--- src/rtl/noc_traffic_monitor_pkg.sv ---
`default_nettype none
// ============================================================================
// Module      : noc_pkg
// Description : Shared types and constants for the NoC traffic monitor.
//               It holds the monitor state encoding, the default widths and
//               the seed and taps of the backpressure LFSR.
// Revision    : 1.0 - initial release
// ============================================================================
package noc_pkg;

  typedef enum logic [1:0] {
    ST_IDLE = 2'd0,
    ST_RUN  = 2'd1,
    ST_DONE = 2'd2
  } state_t;

  localparam int unsigned C_DEF_NUM_PE     = 8;
  localparam int unsigned C_DEF_DATA_WIDTH = 32;
  localparam int unsigned C_DEF_PKT_LIMIT  = 100;
  localparam int unsigned C_DEF_TS_WIDTH   = 16;

  // 32-bit Galois LFSR, x^32 + x^22 + x^2 + x + 1. Bit k drives ready of
  // channel k, so this register supports up to 32 channels.
  localparam int unsigned C_LFSR_WIDTH = 32;
  localparam logic [31:0] C_LFSR_SEED  = 32'h0000_0001;
  localparam logic [31:0] C_LFSR_TAPS  = 32'h8020_0003;

endpackage
`default_nettype wire

--- src/rtl/noc_traffic_monitor_if.sv ---
`default_nettype none
// ============================================================================
// Module      : noc_traffic_monitor_if
// Description : Bundle of the per-channel packet bus between the NoC egress
//               ports (master) and the traffic monitor (slave).
//   i_data       : NUM_PE packets, channel k at [k*TOTAL_WIDTH +: TOTAL_WIDTH]
//   i_data_valid : per-channel valid
//   o_data_ready : per-channel ready, driven by the monitor
// Revision    : 1.0 - initial release
// ============================================================================
interface noc_traffic_monitor_if #(
  parameter int unsigned NUM_PE      = 8,
  parameter int unsigned TOTAL_WIDTH = 35
);
  logic [NUM_PE*TOTAL_WIDTH-1:0] i_data;
  logic [NUM_PE-1:0]             i_data_valid;
  logic [NUM_PE-1:0]             o_data_ready;

  modport master (output i_data, output i_data_valid, input o_data_ready);
  modport slave  (input i_data, input i_data_valid, output o_data_ready);
endinterface
`default_nettype wire

--- src/rtl/noc_traffic_monitor_lfsr.sv ---
`default_nettype none
// ============================================================================
// Module      : noc_mon_lfsr
// Description : Free-running Galois LFSR. It produces the pseudo-random
//               ready pattern of the backpressure mode.
//   clk, rst_n : clock, asynchronous active-low reset (loads SEED)
//   o_bits     : low OUT_WIDTH bits of the LFSR state
// Revision    : 1.0 - initial release
// ============================================================================
module noc_mon_lfsr
  import noc_pkg::*;
#(
  parameter int unsigned       WIDTH     = C_LFSR_WIDTH,
  parameter int unsigned       OUT_WIDTH = 8,
  parameter logic [WIDTH-1:0]  TAPS      = C_LFSR_TAPS,
  parameter logic [WIDTH-1:0]  SEED      = C_LFSR_SEED
) (
  input  wire logic                 clk,
  input  wire logic                 rst_n,
  output logic      [OUT_WIDTH-1:0] o_bits
);

  logic [WIDTH-1:0] r_state;

  always_ff @(posedge clk or negedge rst_n) begin
    if (!rst_n) begin
      r_state <= SEED;
    end else if (r_state[0]) begin
      r_state <= (r_state >> 1) ^ TAPS;
    end else begin
      r_state <= r_state >> 1;
    end
  end

  assign o_bits = r_state[OUT_WIDTH-1:0];

endmodule
`default_nettype wire

--- src/rtl/noc_traffic_monitor.sv ---
`default_nettype none
// ============================================================================
// Module      : noc_traffic_monitor
// Description : Counts packets on NUM_PE NoC egress channels until
//               NUM_PE*PKT_LIMIT packets are seen. It also collects elapsed
//               time, inject-to-eject latency (sum and max) and misrouted
//               packets.
//   clk, rst_n    : clock, asynchronous active-low reset
//   i_start       : pulse, IDLE -> RUN
//   i_clear       : clear statistics, back to IDLE
//   bus           : packet bus (data / valid / ready), slave side
//   o_done        : target reached (held until clear/reset)
//   o_busy        : monitor in RUN
//   o_total_pkts  : accepted packets over all channels
//   o_elapsed     : first accepted beat to target cycle (0 until done)
//   o_lat_sum     : saturating latency sum
//   o_lat_max     : largest single latency
//   o_err_count   : saturating count of misrouted packets
// Revision    : 1.0 - initial release
// ============================================================================
module noc_traffic_monitor
  import noc_pkg::*;
#(
  parameter int unsigned NUM_PE     = C_DEF_NUM_PE,
  parameter int unsigned DATA_WIDTH = C_DEF_DATA_WIDTH,
  parameter int unsigned ADDR_WIDTH = $clog2(NUM_PE),
  parameter int unsigned PKT_LIMIT  = C_DEF_PKT_LIMIT,
  parameter int unsigned TS_WIDTH   = C_DEF_TS_WIDTH,
  parameter int unsigned READY_MODE = 0
) (
  input  wire logic                clk,
  input  wire logic                rst_n,
  input  wire logic                i_start,
  input  wire logic                i_clear,
  noc_traffic_monitor_if.slave     bus,
  output logic                     o_done,
  output logic                     o_busy,
  output logic [31:0]              o_total_pkts,
  output logic [31:0]              o_elapsed,
  output logic [31:0]              o_lat_sum,
  output logic [TS_WIDTH-1:0]      o_lat_max,
  output logic [15:0]              o_err_count
);

  localparam int unsigned TOTAL_WIDTH = DATA_WIDTH + ADDR_WIDTH;
  localparam logic [31:0] C_TARGET    = 32'(NUM_PE * PKT_LIMIT);

  state_t                r_state;
  state_t                w_state_next;
  logic [31:0]           r_cycle;
  logic [NUM_PE-1:0]     w_ready_src;
  logic [NUM_PE-1:0]     w_acc;

  logic [31:0]           r_total;
  logic [31:0]           r_lat_sum;
  logic [TS_WIDTH-1:0]   r_lat_max;
  logic [15:0]           r_err;
  logic                  r_done;
  logic                  r_started;
  logic [31:0]           r_start_stamp;
  logic [31:0]           r_stop_stamp;

  logic [31:0]           w_cnt;
  logic [15:0]           w_err_inc;
  logic [31:0]           w_lat_batch;
  logic [TS_WIDTH-1:0]   w_lat_peak;
  logic [TS_WIDTH-1:0]   w_lat;
  logic [31:0]           w_total_next;
  logic [32:0]           w_lat_sum_wide;
  logic [16:0]           w_err_wide;

  // Free-running timebase; its low TS_WIDTH bits are the eject timestamp.
  always_ff @(posedge clk or negedge rst_n) begin
    if (!rst_n) r_cycle <= '0;
    else        r_cycle <= r_cycle + 32'd1;
  end

  // Ready source: registered LFSR bits or constant ones. Neither depends on
  // valid, so there is no valid-to-ready combinational path.
  generate
    if (READY_MODE == 1) begin : g_lfsr_ready
      noc_mon_lfsr #(
        .WIDTH     (C_LFSR_WIDTH),
        .OUT_WIDTH (NUM_PE),
        .TAPS      (C_LFSR_TAPS),
        .SEED      (C_LFSR_SEED)
      ) u_lfsr (
        .clk    (clk),
        .rst_n  (rst_n),
        .o_bits (w_ready_src)
      );
    end else begin : g_always_ready
      assign w_ready_src = '1;
    end
  endgenerate

  // ---------------- FSM: state register ----------------
  always_ff @(posedge clk or negedge rst_n) begin
    if (!rst_n) r_state <= ST_IDLE;
    else        r_state <= w_state_next;
  end

  // ---------------- FSM: next state ----------------
  always_comb begin
    w_state_next = r_state;
    if (i_clear) begin
      w_state_next = ST_IDLE;
    end else begin
      case (r_state)
        ST_IDLE: if (i_start) w_state_next = ST_RUN;
        ST_RUN:  if (w_total_next >= C_TARGET) w_state_next = ST_DONE;
        ST_DONE: w_state_next = ST_DONE;
        default: w_state_next = ST_IDLE;
      endcase
    end
  end

  // ---------------- FSM: outputs ----------------
  always_comb begin
    o_busy           = (r_state == ST_RUN);
    bus.o_data_ready = (r_state == ST_RUN) ? w_ready_src : '0;
  end

  assign w_acc = bus.i_data_valid & bus.o_data_ready;

  // Fold every accepted beat of this cycle into one update.
  always_comb begin
    w_cnt       = '0;
    w_err_inc   = '0;
    w_lat_batch = '0;
    w_lat_peak  = r_lat_max;
    w_lat       = '0;
    for (int k = 0; k < NUM_PE; k++) begin
      w_lat = r_cycle[TS_WIDTH-1:0] - bus.i_data[k*TOTAL_WIDTH +: TS_WIDTH];
      if (w_acc[k]) begin
        w_cnt       = w_cnt + 32'd1;
        w_lat_batch = w_lat_batch + 32'(w_lat);
        if (bus.i_data[k*TOTAL_WIDTH + DATA_WIDTH +: ADDR_WIDTH] != ADDR_WIDTH'(k))
          w_err_inc = w_err_inc + 16'd1;
        if (w_lat > w_lat_peak)
          w_lat_peak = w_lat;
      end
    end
  end

  assign w_total_next   = r_total + w_cnt;
  assign w_lat_sum_wide = {1'b0, r_lat_sum} + {1'b0, w_lat_batch};
  assign w_err_wide     = {1'b0, r_err} + {1'b0, w_err_inc};

  // Ready is low outside RUN, so w_acc can only be set in RUN.
  always_ff @(posedge clk or negedge rst_n) begin
    if (!rst_n) begin
      r_total       <= '0;
      r_lat_sum     <= '0;
      r_lat_max     <= '0;
      r_err         <= '0;
      r_done        <= 1'b0;
      r_started     <= 1'b0;
      r_start_stamp <= '0;
      r_stop_stamp  <= '0;
    end else if (i_clear) begin
      r_total       <= '0;
      r_lat_sum     <= '0;
      r_lat_max     <= '0;
      r_err         <= '0;
      r_done        <= 1'b0;
      r_started     <= 1'b0;
      r_start_stamp <= '0;
      r_stop_stamp  <= '0;
    end else if (r_state == ST_RUN) begin
      r_total   <= w_total_next;
      r_lat_sum <= w_lat_sum_wide[32] ? 32'hFFFF_FFFF : w_lat_sum_wide[31:0];
      r_lat_max <= w_lat_peak;
      r_err     <= w_err_wide[16] ? 16'hFFFF : w_err_wide[15:0];
      if (|w_acc && !r_started) begin
        r_started     <= 1'b1;
        r_start_stamp <= r_cycle;
      end
      if (w_state_next == ST_DONE) begin
        r_done       <= 1'b1;
        r_stop_stamp <= r_cycle;
      end
    end
  end

  assign o_done       = r_done;
  assign o_total_pkts = r_total;
  assign o_elapsed    = r_done ? (r_stop_stamp - r_start_stamp) : 32'd0;
  assign o_lat_sum    = r_lat_sum;
  assign o_lat_max    = r_lat_max;
  assign o_err_count  = r_err;

endmodule
`default_nettype wire

--- src/flat_wrapper.sv ---
// flat-port wrapper written by rule: the top's interface ports become plain ports
module noc_traffic_monitor_flat import noc_pkg::*;
#(
  parameter int unsigned NUM_PE     = C_DEF_NUM_PE,
  parameter int unsigned DATA_WIDTH = C_DEF_DATA_WIDTH,
  parameter int unsigned ADDR_WIDTH = $clog2(NUM_PE),
  parameter int unsigned PKT_LIMIT  = C_DEF_PKT_LIMIT,
  parameter int unsigned TS_WIDTH   = C_DEF_TS_WIDTH,
  parameter int unsigned READY_MODE = 0
)
  (clk, rst_n, i_start, i_clear, o_done, o_busy, o_total_pkts, o_elapsed, o_lat_sum, o_lat_max, o_err_count, bus_i_data, bus_i_data_valid, bus_o_data_ready);
  noc_traffic_monitor_if #(.NUM_PE(NUM_PE)) bus_i ();
  input  wire logic clk;
  input  wire logic rst_n;
  input  wire logic i_start;
  input  wire logic i_clear;
  output logic o_done;
  output logic o_busy;
  output logic [31:0] o_total_pkts;
  output logic [31:0] o_elapsed;
  output logic [31:0] o_lat_sum;
  output logic [TS_WIDTH-1:0] o_lat_max;
  output logic [15:0] o_err_count;
  input wire logic [$bits(bus_i.i_data)-1:0] bus_i_data;
  input wire logic [$bits(bus_i.i_data_valid)-1:0] bus_i_data_valid;
  output wire logic [$bits(bus_i.o_data_ready)-1:0] bus_o_data_ready;
  assign bus_i.i_data = bus_i_data;
  assign bus_i.i_data_valid = bus_i_data_valid;
  assign bus_o_data_ready = bus_i.o_data_ready;
  noc_traffic_monitor #(.NUM_PE(NUM_PE), .DATA_WIDTH(DATA_WIDTH), .ADDR_WIDTH(ADDR_WIDTH), .PKT_LIMIT(PKT_LIMIT), .TS_WIDTH(TS_WIDTH), .READY_MODE(READY_MODE)) u_core (.clk(clk), .rst_n(rst_n), .i_start(i_start), .i_clear(i_clear), .bus(bus_i), .o_done(o_done), .o_busy(o_busy), .o_total_pkts(o_total_pkts), .o_elapsed(o_elapsed), .o_lat_sum(o_lat_sum), .o_lat_max(o_lat_max), .o_err_count(o_err_count));
endmodule
--- config.mk ---
export PLATFORM = sky130hd
export DESIGN_NAME = noc_traffic_monitor_flat
export DESIGN_NICKNAME = d
export VERILOG_FILES = /design/src/rtl/noc_traffic_monitor_pkg.sv /design/src/rtl/noc_traffic_monitor_if.sv /design/src/rtl/noc_traffic_monitor_lfsr.sv /design/src/rtl/noc_traffic_monitor.sv /design/src/flat_wrapper.sv
export SDC_FILE = /design/constraint.sdc
export NUM_CORES = 1
export LEC_CHECK = 0
export CAP_MARGIN = 30
export CORE_MARGIN = 2
export CORE_UTILIZATION = 48
export CTS_BUF_LIST = sky130_fd_sc_hd__clkbuf_4 sky130_fd_sc_hd__clkbuf_8
export CTS_CLUSTER_SIZE = 30
export DETAILED_ROUTE_END_ITERATION = 7
export PLACE_DENSITY = 0.7
export SLEW_MARGIN = 30
export SYNTH_ARGS = -nofsm -noshare
export SYNTH_HDL_FRONTEND = slang
export SYNTH_SLANG_ARGS = --single-unit
--- constraint.sdc ---
create_clock -name clk -period 61.7 [get_ports clk]
set_clock_uncertainty 0.1 [all_clocks]
set_input_delay 6.17 -clock clk [delete_from_list [all_inputs] [get_ports clk]]
set_output_delay 6.17 -clock clk [all_outputs]
set_load 0.02 [all_outputs]
# Yosys cells after proc, flatten, opt, wreduce, memory -nomap -nowiden
# Index checks and enable logic that the tools add are counted.
# totals
ff_bits	196
input_bits	292
out_inout_bits	138
elab_cells	150
# classes
order_cmp	9
n_reduce_logical	10
mux	76
n_bitwise	1
n_addsub	34
n_eq_ne	10
# ops
op	n
$mux 32	26
$mux 16	37
$add 32x1->32 const B	7
$add 32x16->32	6
$gt 16x16->1	8
$sub 16x16->16	8
$add 16x1->16 const B	7
$add 16x16->17	2
$add 32x32->33	1
$add 32x32->32	1
$ge 32x10->1 const B	1
$sub 32x32->32	1
$ne 3x3->1 const B	4
$and 8x8->8	1
$mux 1	8
$mux 8	1
$reduce_or 8->1	1
$mux 2	3
$ne 3x2->1 const B	2
$pmux 2 s3	1
$reduce_bool 2->1	3
$eq 2x2->1 const B	2
$reduce_and 2->1	2
$ne 3x1->1 const B	1
6 further kinds	6

# Logic depth before layout (Yosys ltp)
# depth
depth_word	29
depth_mapped	126
ltp_nobuf	116

# Least setup slack after synthesis
# No wires, ideal clock.
# synth_path
path_kind	input-to-reg
startpoint	in bus_i_data[1]
endpoint	reg u_core.r_lat_max[6] (netlist: u_core.o_lat_max[6])
path_buffers	11
setup_slack_ns	36.221
path_stages	118
setup_time_ns	0.099
arrival_time_ns	25.280
required_ns	61.501
path_cell_list	inv_1 -> ha_1 -> nor2b_1 -> o21ai_0 -> a21oi_1 -> o21ai_0 -> a21oi_1 -> o21ai_0 -> a21oi_1 -> o21ai_0 -> a21oi_1 -> o21ai_0 -> a21oi_1 -> o31a_1 -> or2_2 -> a21oi_1 -> xnor2_1 -> inv_1 -> [82 not listed] -> ha_1 -> nor2b_1 -> o21ai_0 -> nand2b_1 -> a21oi_1 -> nor2b_1 -> o21ai_0 -> nand2b_1 -> a21oi_1 -> nor2b_1 -> o21ai_0 -> a21boi_0 -> o21ai_0 -> inv_1 -> o21ai_1 -> dlygate4sd1_1 -> nor2_1 -> a311oi_1
# synth_between
elab_chain_len	27
# synth_rtl
item	line	text
from (decl)	flat_wrapper.sv:24	input wire logic [$bits(bus_i.i_data)-1:0] bus_i_data;
$sub 16x16->16 *	noc_traffic_monitor.sv:134	w_lat = r_cycle[TS_WIDTH-1:0] - bus.i_data[k*TOTAL_WIDTH +: TS_WIDTH];
$gt 16x16->1	noc_traffic_monitor.sv:140	if (w_lat > w_lat_peak)
$mux 16 *	noc_traffic_monitor.sv:140	
$mux 16 *	noc_traffic_monitor.sv:135	if (w_acc[k]) begin
$gt 16x16->1	noc_traffic_monitor.sv:140	
$mux 16	noc_traffic_monitor.sv:140	
$mux 16 *	noc_traffic_monitor.sv:135	
$gt 16x16->1	noc_traffic_monitor.sv:140	
[11 not listed]	--	
$gt 16x16->1	noc_traffic_monitor.sv:140	
$mux 16	noc_traffic_monitor.sv:140	
$mux 16 *	noc_traffic_monitor.sv:135	
$gt 16x16->1	noc_traffic_monitor.sv:140	
$mux 16	noc_traffic_monitor.sv:140	
$mux 16 *	noc_traffic_monitor.sv:135	
$mux 16 *	noc_traffic_monitor.sv:170	end else if (r_state == ST_RUN) begin
$mux 16 *	noc_traffic_monitor.sv:161	end else if (i_clear) begin
to (signal assigned)	noc_traffic_monitor.sv:173	r_lat_max <= w_lat_peak;
to (decl)	noc_traffic_monitor.sv:56	logic [TS_WIDTH-1:0] r_lat_max;
# Every way passes the cells marked *; elsewhere a longest branch is shown, timed or not. The select of a mux whose other input is x is not followed.
# A chain may end at the register's enable or synchronous reset.

# Worst setup path in the final report
# layout_path
startpoint	in bus_i_data[1]
endpoint	reg u_core.r_lat_max[1] (netlist: u_core.o_lat_max[1])
# Same word-level chain as after synthesis.

==> metrics.md <==
| Metric | Value |
|---|---|
| Die area | roughly 60000 sq um |
| Area grow syn2layout | 15.2% |
| Number of CTS-inserted buffers | 17 |
| Startpoint Class | primary input |
| CTS tree | built |
| Crit Path Class | primary input to flop |
| Hold_ws | 0.369 ns |
| Total power divided by cell area | 19.4 nW/um^2 |
| Post-CTS resize count | 0 |
| Critical path arrival | ~30 ns |
| Synth area leader | ha_1 |
| Ys Warns | 0 |
| Chip Width | 245 um |
| # rows | 88 |
| Top-count cell post-synth | inv_1 |
| Worst min path class | flop to flop |
| Clk_lat worst skew | ~0.5 ns |
| Number of global-route vias before repair | 24300 |
| Iteration-0 DRC Markers | ~1400 |
| Post-route ant nets | 0 |
| Final non-filler cell area | 32000 sq um |
| Worst-Margin Slew | 0.876 ns |
| Final hold violations | 0 |
| Largest net degree at the start of global routing | 96 |
| Clock transition at path regs | 0.11 ns |
| Post-Route WL | 84600 um |
| DRC | 0 |
| Clock sinks | 196 |
| Final min period | 30.26 ns |
| Primary FF master, synth | dfrtp_1 |
| Library cells used by synthesis | 89 |
| Post-synthesis sequential area ratio | 17.6% |
| # hold bufs at CTS | 0 |
| Post-CTS Repair Setup Buffers | 0 |
| DR vias/cell | 5.51 |
| Clock root cell | clkbuf_8 |
| Asr flop ratio synth | 100% |
| Max Cap Viol | 0 |
| CP most frequent cell | o21ai_0 |
| Yosys top cell area share | 19.6% |
| CP Max Fanout | 32 |
| Placeable Area | 57500 sq um |
| Slowest CP cell | or3_2 |
| Max-slew headroom | 41.4% |
| Leak | approximately 15 nW |
| Final setup fails | 0 |
| Port Buffer Count | 301 |
| Outcome | finished clean |
| Fin crit share | 49.0% |
| Initial antenna violation count | 4 |
| Data required time at the worst endpoint | 61.93 ns |
| Initial Util | 48.3% |
| Largest stage delay, worst path | roughly 0.76 ns |
| Synth top cells by count | inv_1 (478), ha_1 (435), a21oi_1 (387) |
| Final core occ | 55.7% |
| Ports | 430 |
| Setup TNS | 0 ns |
| Mapped Cells | 3650 |
| Layout cells sized above 1 | ~3.7% |
| RD Place Congestion | ~0.97 |
| EDFF count, synth | 0 |
| F_max | 0.0330 GHz |
| Syn Std Cell Area | 27800 sq um |
| Unrepaired setup endpoints after global routing | no |
| CP bufs+invs | 12 |
| Max H-tree Level | 4 |
| Die Ht | ~240 um |
| DR pass1 iterations | 7 |
| Wire length per cell | roughly 18 um |
| Placed wire-length estimate | 68000 um |
| Global-route wire length before repair | 131000 um |
| Post-Syn Area per Cell | between 7 and 8 sq um |
| Synth top area cells | ha_1 (20%), dfrtp_1 (18%), xnor2_1 (8.2%) |
| Worst R2R Setup Slack | approximately 37 ns |
| Pwr Total | 0.620 mW |
| GRT Residual Overflow | 0 |
| Final #Nets | 4651 |
| Yosys reg bits | roughly 200 |
| Family with the most delay on the worst path | compound AO/OA/AOI/OAI gates |
| Crit end category | flop |
| Slew Viols, Final | 0 |
| Cell Area, Placed | ~32000 sq um |
| Vias after detailed routing | approximately 26000 |
| Clk buf depth | 2 |
| Max VDD drop | 12.4 uV |
| Total GRT Usage | between 20% and 30% |
## metrics by stage
| step | std cells | setup WS (ns) |
|---|---|---|
| after floorplan | 3656 | 36.22 |
| after global placement | 4650 | 30.98 |
| after detailed placement | 4651 | 31.04 |
| after CTS | 4683 | 31.51 |
| after global routing | 4683 | 29.92 |
| final | 4684 | 31.44 |
## placed cells by master (no fill, tap or decap), drive strengths merged, types with 47 or more instances in the layout
| cell type | n |
|---|---|
| and2 | 59 |
| a211oi | 51 |
| nor2 | 345 |
| mux2i | 72 |
| dfrtp | 196 |
| o21bai | 105 |
| nand2 | 276 |
| nand3 | 47 |
| o21ai | 205 |
| inv | 487 |
| ha | 435 |
| nand4 | 50 |
| mux2 | 47 |
| a21oi | 388 |
| xor2 | 87 |
| a21o | 77 |
| xnor2 | 261 |
| clkdlybuf4s50 | 299 |
## per-layer routing
| metal | up-vias | global-route usage (%) | wire length, um |
|---|---|---|---|
| li1 | 13000 | - | - |
| met1 | 12000 | 36.4 | 37400 |
| met2 | 678 | 46.0 | 38400 |
| met3 | 144 | 4.25 | 5270 |
| met4 | 6 | 10.8 | 3470 |
| met5 | - | 0 | 45 |
## cell type report
class / count / area [sq um]
fillers: 5488 / 25500
multi-input cells: 2872 / 20600
flip-flops and latches: 196 / 4900
repair buffers: 338 / 3300
inverters: 480 / 1800
well taps: 765 / 957
clock buffers: 18 / 241
clock inverters: 14 / 159
diodes: 1 / 2.50
## sequential cells by signal, indices dropped and copies added (netlist names), 2 cells and up
name / cells
u_core.o_lat_sum: 32
u_core.o_total_pkts: 32
u_core.r_cycle: 32
u_core.r_start_stamp: 32
u_core.r_stop_stamp: 32
u_core.o_err_count: 16
u_core.o_lat_max: 16
u_core.r_state: 2
## worst paths after layout
| check | from | end | cells past startpoint |
|---|---|---|---|
| worst max-delay path | bus_i_data[1] | u_core.o_lat_max[1] | 106 |
| worst min-delay path | u_core.r_state[1] | u_core.r_state[0] | 1 |
| worst max register to register | u_core.r_cycle[0] | u_core.o_lat_max[1] | 105 |
| worst min register to register | u_core.r_state[1] | u_core.r_state[0] | 1 |
| max in group asynchronous | rst_n | u_core.o_lat_sum[5] | 3 |
| min in group asynchronous | rst_n | u_core.o_total_pkts[31] | 1 |
## where the power goes
group	total, mW	internal [mW]	switching (mW)
clock network	0.0874	0.0346	0.0528
logic	0.389	0.166	0.223
registers	0.144	0.134	0.00923
total	0.620	0.335	0.285
## kinds of logic after synthesis
| kind of cell | after synthesis | synth area share (%) |
|---|---|---|
| other | 1 | 0.0135 |
| muxes | 119 | 4.51 |
| buffers and inverters | 588 | 8.22 |
| AOI/OAI and AO/OA | 969 | 21.3 |
| DFF | 196 | 17.6 |
| xor gates and xnor gates | 348 | 11.0 |
| adders and majority gates | 459 | 21.1 |
| and+or+nand+nor | 970 | 16.1 |
(Power assumes the default switching activity.)
